### config.mk
export PLATFORM = sky130hd
export DESIGN_NAME = btn_input_module
export DESIGN_NICKNAME = d
export VERILOG_FILES = /design/src/rtl/btn_input_module.sv
export SDC_FILE = /design/constraint.sdc
export NUM_CORES = 1
export LEC_CHECK = 0
export CAP_MARGIN = 5
export CORE_ASPECT_RATIO = 1.1
export CORE_MARGIN = 2
export CORE_UTILIZATION = 60
export CTS_BUF_LIST = sky130_fd_sc_hd__clkbuf_8
export DETAILED_ROUTE_END_ITERATION = 10
export GPL_ROUTABILITY_DRIVEN = 0
export PLACE_DENSITY = 0.77
export SYNTH_ARGS = -nofsm -noshare
export SYNTH_HDL_FRONTEND = slang
export SYNTH_SLANG_ARGS = --single-unit
export TNS_END_PERCENT = 50
### constraint.sdc
create_clock -name clk -period 2.4 [get_ports clk]
set_input_delay 0.48 -clock clk [delete_from_list [all_inputs] [get_ports clk]]
set_output_delay 0.48 -clock clk [all_outputs]
set_load 0.05 [all_outputs]
### src/rtl/btn_input_module.sv
// Push-button front end: sync, debounce, press/release/long-press events.
// Ports: clk, rst (sync, active-high), btn_in -> btn_level, evt_* handshake.
module btn_input_module #(
  parameter int N_BTN = 4,
  parameter int DEBOUNCE_CYCLES = 250_000,
  parameter int LONG_CYCLES = 25_000_000,
  parameter int CNT_W = 25,
  parameter bit BTN_ACTIVE_LOW = 1'b0
) (
  input  logic             clk,
  input  logic             rst,
  input  logic [N_BTN-1:0] btn_in,
  output logic [N_BTN-1:0] btn_level,
  output logic             evt_valid,
  input  logic             evt_ready,
  output logic [1:0]       evt_idx,
  output logic [1:0]       evt_type,
  output logic             evt_overflow,
  input  logic             ovf_clr
);

  localparam logic [CNT_W-1:0] DB_LAST =
    CNT_W'(DEBOUNCE_CYCLES - 1);
  localparam logic [CNT_W-1:0] LONG_MAX =
    CNT_W'(LONG_CYCLES);
  localparam int NP = 3 * N_BTN;

  logic [N_BTN-1:0] sync1;
  logic [N_BTN-1:0] sync2;
  logic [N_BTN-1:0] s;
  logic [N_BTN-1:0] lvl_d;
  logic [CNT_W-1:0] db_cnt [N_BTN];
  logic [CNT_W-1:0] hold_cnt [N_BTN];
  logic [N_BTN-1:0] long_done;

  logic [N_BTN-1:0] press_p;
  logic [N_BTN-1:0] rel_p;
  logic [N_BTN-1:0] long_p;

  // Pending bit 3*c+t: t=0 press, t=1 long, t=2 release.
  logic [NP-1:0] pend;
  logic [NP-1:0] pulse;
  logic [NP-1:0] hit;
  logic [NP-1:0] take;
  logic [NP-1:0] drop;
  logic          found;
  logic          load;
  logic [1:0]    sel_idx;
  logic [1:0]    sel_type;

  function automatic logic [1:0] ev_code(input int t);
    case (t)
      0:       return 2'b01;
      1:       return 2'b11;
      default: return 2'b10;
    endcase
  endfunction

  assign s = sync2 ^ {N_BTN{BTN_ACTIVE_LOW}};

  always_ff @(posedge clk) begin
    if (rst) begin
      sync1     <= '0;
      sync2     <= '0;
      btn_level <= '0;
      lvl_d     <= '0;
      for (int i = 0; i < N_BTN; i++) begin
        db_cnt[i] <= '0;
      end
    end else begin
      sync1 <= btn_in;
      sync2 <= sync1;
      lvl_d <= btn_level;
      for (int i = 0; i < N_BTN; i++) begin
        if (s[i] == btn_level[i]) begin
          db_cnt[i] <= '0;
        end else if (db_cnt[i] == DB_LAST) begin
          db_cnt[i]    <= '0;
          btn_level[i] <= ~btn_level[i];
        end else begin
          db_cnt[i] <= db_cnt[i] + 1'b1;
        end
      end
    end
  end

  assign press_p = btn_level & ~lvl_d;
  assign rel_p   = ~btn_level & lvl_d;

  // Gated by the level so a long event can never trail its release.
  always_comb begin
    long_p = '0;
    for (int i = 0; i < N_BTN; i++) begin
      long_p[i] = btn_level[i] && !long_done[i]
                  && (hold_cnt[i] == LONG_MAX);
    end
  end

  always_ff @(posedge clk) begin
    if (rst) begin
      long_done <= '0;
      for (int i = 0; i < N_BTN; i++) begin
        hold_cnt[i] <= '0;
      end
    end else begin
      for (int i = 0; i < N_BTN; i++) begin
        if (!btn_level[i]) begin
          hold_cnt[i]  <= '0;
          long_done[i] <= 1'b0;
        end else begin
          if (hold_cnt[i] != LONG_MAX) begin
            hold_cnt[i] <= hold_cnt[i] + 1'b1;
          end
          if (long_p[i]) begin
            long_done[i] <= 1'b1;
          end
        end
      end
    end
  end

  always_comb begin
    pulse = '0;
    for (int c = 0; c < N_BTN; c++) begin
      pulse[3*c]   = press_p[c];
      pulse[3*c+1] = long_p[c];
      pulse[3*c+2] = rel_p[c];
    end
  end

  // Lowest flat index wins: lowest channel, then press/long/release.
  always_comb begin
    hit      = '0;
    found    = 1'b0;
    sel_idx  = '0;
    sel_type = '0;
    for (int c = 0; c < N_BTN; c++) begin
      for (int t = 0; t < 3; t++) begin
        if (!found && pend[3*c+t]) begin
          found         = 1'b1;
          hit[3*c+t]    = 1'b1;
          sel_idx       = 2'(c);
          sel_type      = ev_code(t);
        end
      end
    end
  end

  assign load = !evt_valid || evt_ready;
  assign take = load ? hit : '0;
  assign drop = pulse & pend & ~take;

  always_ff @(posedge clk) begin
    if (rst) begin
      pend <= '0;
    end else begin
      pend <= (pend & ~take) | pulse;
    end
  end

  always_ff @(posedge clk) begin
    if (rst) begin
      evt_valid <= 1'b0;
      evt_idx   <= '0;
      evt_type  <= '0;
    end else if (load) begin
      if (found) begin
        evt_valid <= 1'b1;
        evt_idx   <= sel_idx;
        evt_type  <= sel_type;
      end else begin
        evt_valid <= 1'b0;
      end
    end
  end

  // A drop in the same cycle as a clear keeps the flag set.
  always_ff @(posedge clk) begin
    if (rst) begin
      evt_overflow <= 1'b0;
    end else if (|drop) begin
      evt_overflow <= 1'b1;
    end else if (ovf_clr) begin
      evt_overflow <= 1'b0;
    end
  end

endmodule
==> flow_summary.json <==
{
  "timing.critical_path.required_ns": 1.92,
  "ys_types": 59,
  "crit_path_max_fanout": 2,
  "tritoncts_buffers": 40,
  "synth_top_flop_cell": "edfxtp_1",
  "grt_pass1_vias": 8804,
  "clkLatencyLatePin_ns": 0.54,
  "ys_seq_area_share_pct": 53.5,
  "fmax_ghz": 0.441,
  "design.portCount": 18,
  "ir_worst_vdd_v": 0.000393,
  "endpoint_kind": "output port",
  "p_leak_nw": 5.05,
  "critical_path_source_type": "flip-flop",
  "tritoncts": "built",
  "max_cap_viol_count": 0,
  "period_share_pct": 94.4,
  "post_synth.cell_area_avg_um2": 10.3,
  "place.port_buffers": 17,
  "run_status": "finished clean",
  "tightestPinTransition_ns": 0.659,
  "die_h_um": 156,
  "placement.cell_area_um2": 13600,
  "floorplan_die_area_um2": 22200,
  "min-delay-start": "sync1[1]",
  "criticalPathCategory": "reg -> out",
  "grt_setup_unrepaired": "no",
  "finalClockSkew_ns": 0.0326,
  "wire_length_of_the_first_global_routing_pass_mm": 39.7,
  "finalCoreUtilization_pct": 69.6,
  "htreeDepth": 2,
  "report.final.setup_viol": 0,
  "p_per_area_nw_per_um2": 579,
  "via_count": 8912,
  "cell_count_post_placement": 1584,
  "ys_top_cells_by_area": "edfxtp_1, nor2_1, xor2_1, xnor2_1, dfxtp_1",
  "clock-root-buffer": "clkbuf_8",
  "critical-path-top-delay-family": "buffers and inverters",
  "setup_tns_ns": 0,
  "postLayoutCellArea_um2": 14400,
  "place.detailed.hpwl_mm": 15.4,
  "antenna_found_initial": 0,
  "synthToLayoutAreaGrowth_pct": 13.7,
  "netlist.top_cell.by_area": "edfxtp_1",
  "setup.worst_path.start": "evt_type[1]",
  "grt_use_total_pct": 21.3,
  "synth_warnings": 0,
  "critPathSlowestCell": "clkdlybuf4s50_1",
  "holdCritPathClass": "reg -> reg",
  "cts.sink_count": 238,
  "finalMaxSlewViolations": 0,
  "num_rows": 55,
  "drt_first_iter_violations": 558,
  "finalNonFillerCells": 1657,
  "finalWorstPathRequiredPeriod_ns": 2.27,
  "clock_tree.buffer_depth": 3,
  "ys_ff_latch": 238,
  "post_drt_wl_per_cell_um": 13.6,
  "drcViolationCount": 0,
  "finish.net_count": 1390,
  "grt.overflow.total": 0,
  "share_of_layout_cells_above_drive_strength_1_pct": 7.71,
  "post_cts_buffers": 0,
  "cts.hold.buffers_added": 0,
  "async_reset_ff_share_pct": 0,
  "grt_max_degree": 39,
  "fin_hold_ws_ns": 0.446,
  "die-width_um": 142,
  "synth_edf_count": 200,
  "crit_path_cell_trace": "clkdlybuf4s50_1",
  "floorplan.initialDensity_pct": 61.2,
  "max_slew_margin_vs_limit_pct": 55.8,
  "detail_route.first_pass.iterations": 5,
  "final_hold_violation_count": 0,
  "fp.coreArea_um2": 20600,
  "worst_path_largest_cell_delay_ns": 0.83,
  "wp_data_arrival_ns": 1.79,
  "worstPathBufferInverterCount": 1,
  "totalWireLength_mm": 22.6,
  "syn_inst": 1224,
  "via_per_inst": 5.38,
  "synth_top_area_share_pct": 47.5,
  "antenna_cells": 0,
  "drt.antenna.violating_nets": 0,
  "clk_pin_slew_ns": 0.06,
  "post_synth_instance_area_um2": 12600,
  "worstReg2RegStart": "db_cnt[1][0]"
}
-- cell type report --
cell class | count | area, um2
multi-input combinational | 1012 | 5910
tap | 256 | 320
inverter | 30 | 113
sequential | 238 | 6770
fill | 1602 | 6280
clock buffer | 48 | 661
clock inverter | 25 | 138
timing repair buffer | 48 | 464
-- cell families (layout without fill, tap and decap cells) --
group / Yosys count / after routing / share of synthesized area [%]
buf+inv: 73 / 151 / 2.67
mux: 3 / 3 / 0.238
flops: 238 / 238 / 53.5
fa+ha+maj: 12 / 12 / 1.19
other cells: 1 / 100 / 0.0297
compound gates: 56 / 56 / 2.94
simple gates: 654 / 654 / 26.4
xor+xnor: 187 / 187 / 13.0
-- metal layers --
layer / track usage [%] / up-vias / share of wire (%) / wire [um]
li1: - / 4557 / - / -
met1: 29.0 / 4149 / 46 / 10400
met2: 35.4 / 172 / 48 / 10800
met3: 4.22 / 34 / 4.4 / 1000
met4: 5.47 / 0 / 1.7 / 377
met5: 0 / - / 0 / 0
-- cells in the mapped netlist, drive strengths merged, types with 2 or more instances --
cell / n
xor2: 98
mux2i: 3
ha: 12
xnor2: 89
nor3: 28
nand3: 79
clkbuf: 21
a21oi: 20
o31ai: 3
nor2b: 17
nor2: 251
nand2b: 13
nor4: 39
a41oi: 2
nor3b: 3
edfxtp: 200
o21a: 8
nand3b: 3
o21ai: 8
a31oi: 2
and4: 19
nand4b: 3
a21o: 2
nand2: 79
or4: 4
nand4: 48
dfxtp: 38
and3: 34
nor4bb: 2
or2: 5
inv: 30
or3: 9
and3b: 2
and2: 2
o2111ai: 2
buf: 22
o41ai: 2
nor4b: 13
-- sequential cells by signal, indices dropped and copies added (netlist names) --
name / count
s: 4
evt_type: 2
lvl_d: 4
sync1: 4
long_done: 4
hold_cnt: 100
pend: 12
btn_level: 4
db_cnt: 100
evt_overflow: 1
evt_valid: 1
evt_idx: 2
-- where the power goes --
part	internal (W)	switching (W)	leakage (nW)
registers	0.00453	0.0000834	2.57
logic	0.0000811	0.000102	2.03
clock network	0.00193	0.00159	0.453
-- final timing paths --
| path | end | slack, ns | cells after the start |
|---|---|---|---|
| hold / removal | s[1] | 0.45 | 1 |
| setup / recovery | evt_type[1] | 0.13 | 1 |
| setup reg to reg | db_cnt[1][22] | 0.23 | 7 |
| hold reg to reg | s[1] | 0.45 | 1 |
-- repair_timing --
| action | CTS | global route |
|---|---|---|
| endpoints found under the hold margin | 0 | 0 |
| endpoints found under the setup margin | 3 | 1 |
| gates resized for setup | 3 | 1 |
-- stage by stage --
step / worst slack, ns / power (W)
finish: 0.135 / 0.00831
global placement: 0.131 / 0.00486
detailed placement: 0.0190 / 0.00487
floorplan: 0.203 / 0.00481
global route: 0.0748 / 0.00862
CTS: 0.00842 / 0.00841
-- cells in the final DEF, fill, tap and decap left out, drive strengths merged, types with 17 or more instances in the layout --
| cell | Yosys | layout |
|---|---|---|
| a21oi | 20 | 20 |
| and3 | 34 | 34 |
| and4 | 19 | 19 |
| buf | 22 | 31 |
| clkbuf | 21 | 48 |
| conb | 1 | 100 |
| dfxtp | 38 | 38 |
| edfxtp | 200 | 200 |
| inv | 30 | 43 |
| nand2 | 79 | 79 |
| nand3 | 79 | 79 |
| nand4 | 48 | 48 |
| nor2 | 251 | 251 |
| nor2b | 17 | 17 |
| nor3 | 28 | 28 |
| nor4 | 39 | 39 |
| xnor2 | 89 | 89 |
| xor2 | 98 | 98 |
(Power assumes the default switching activity.)
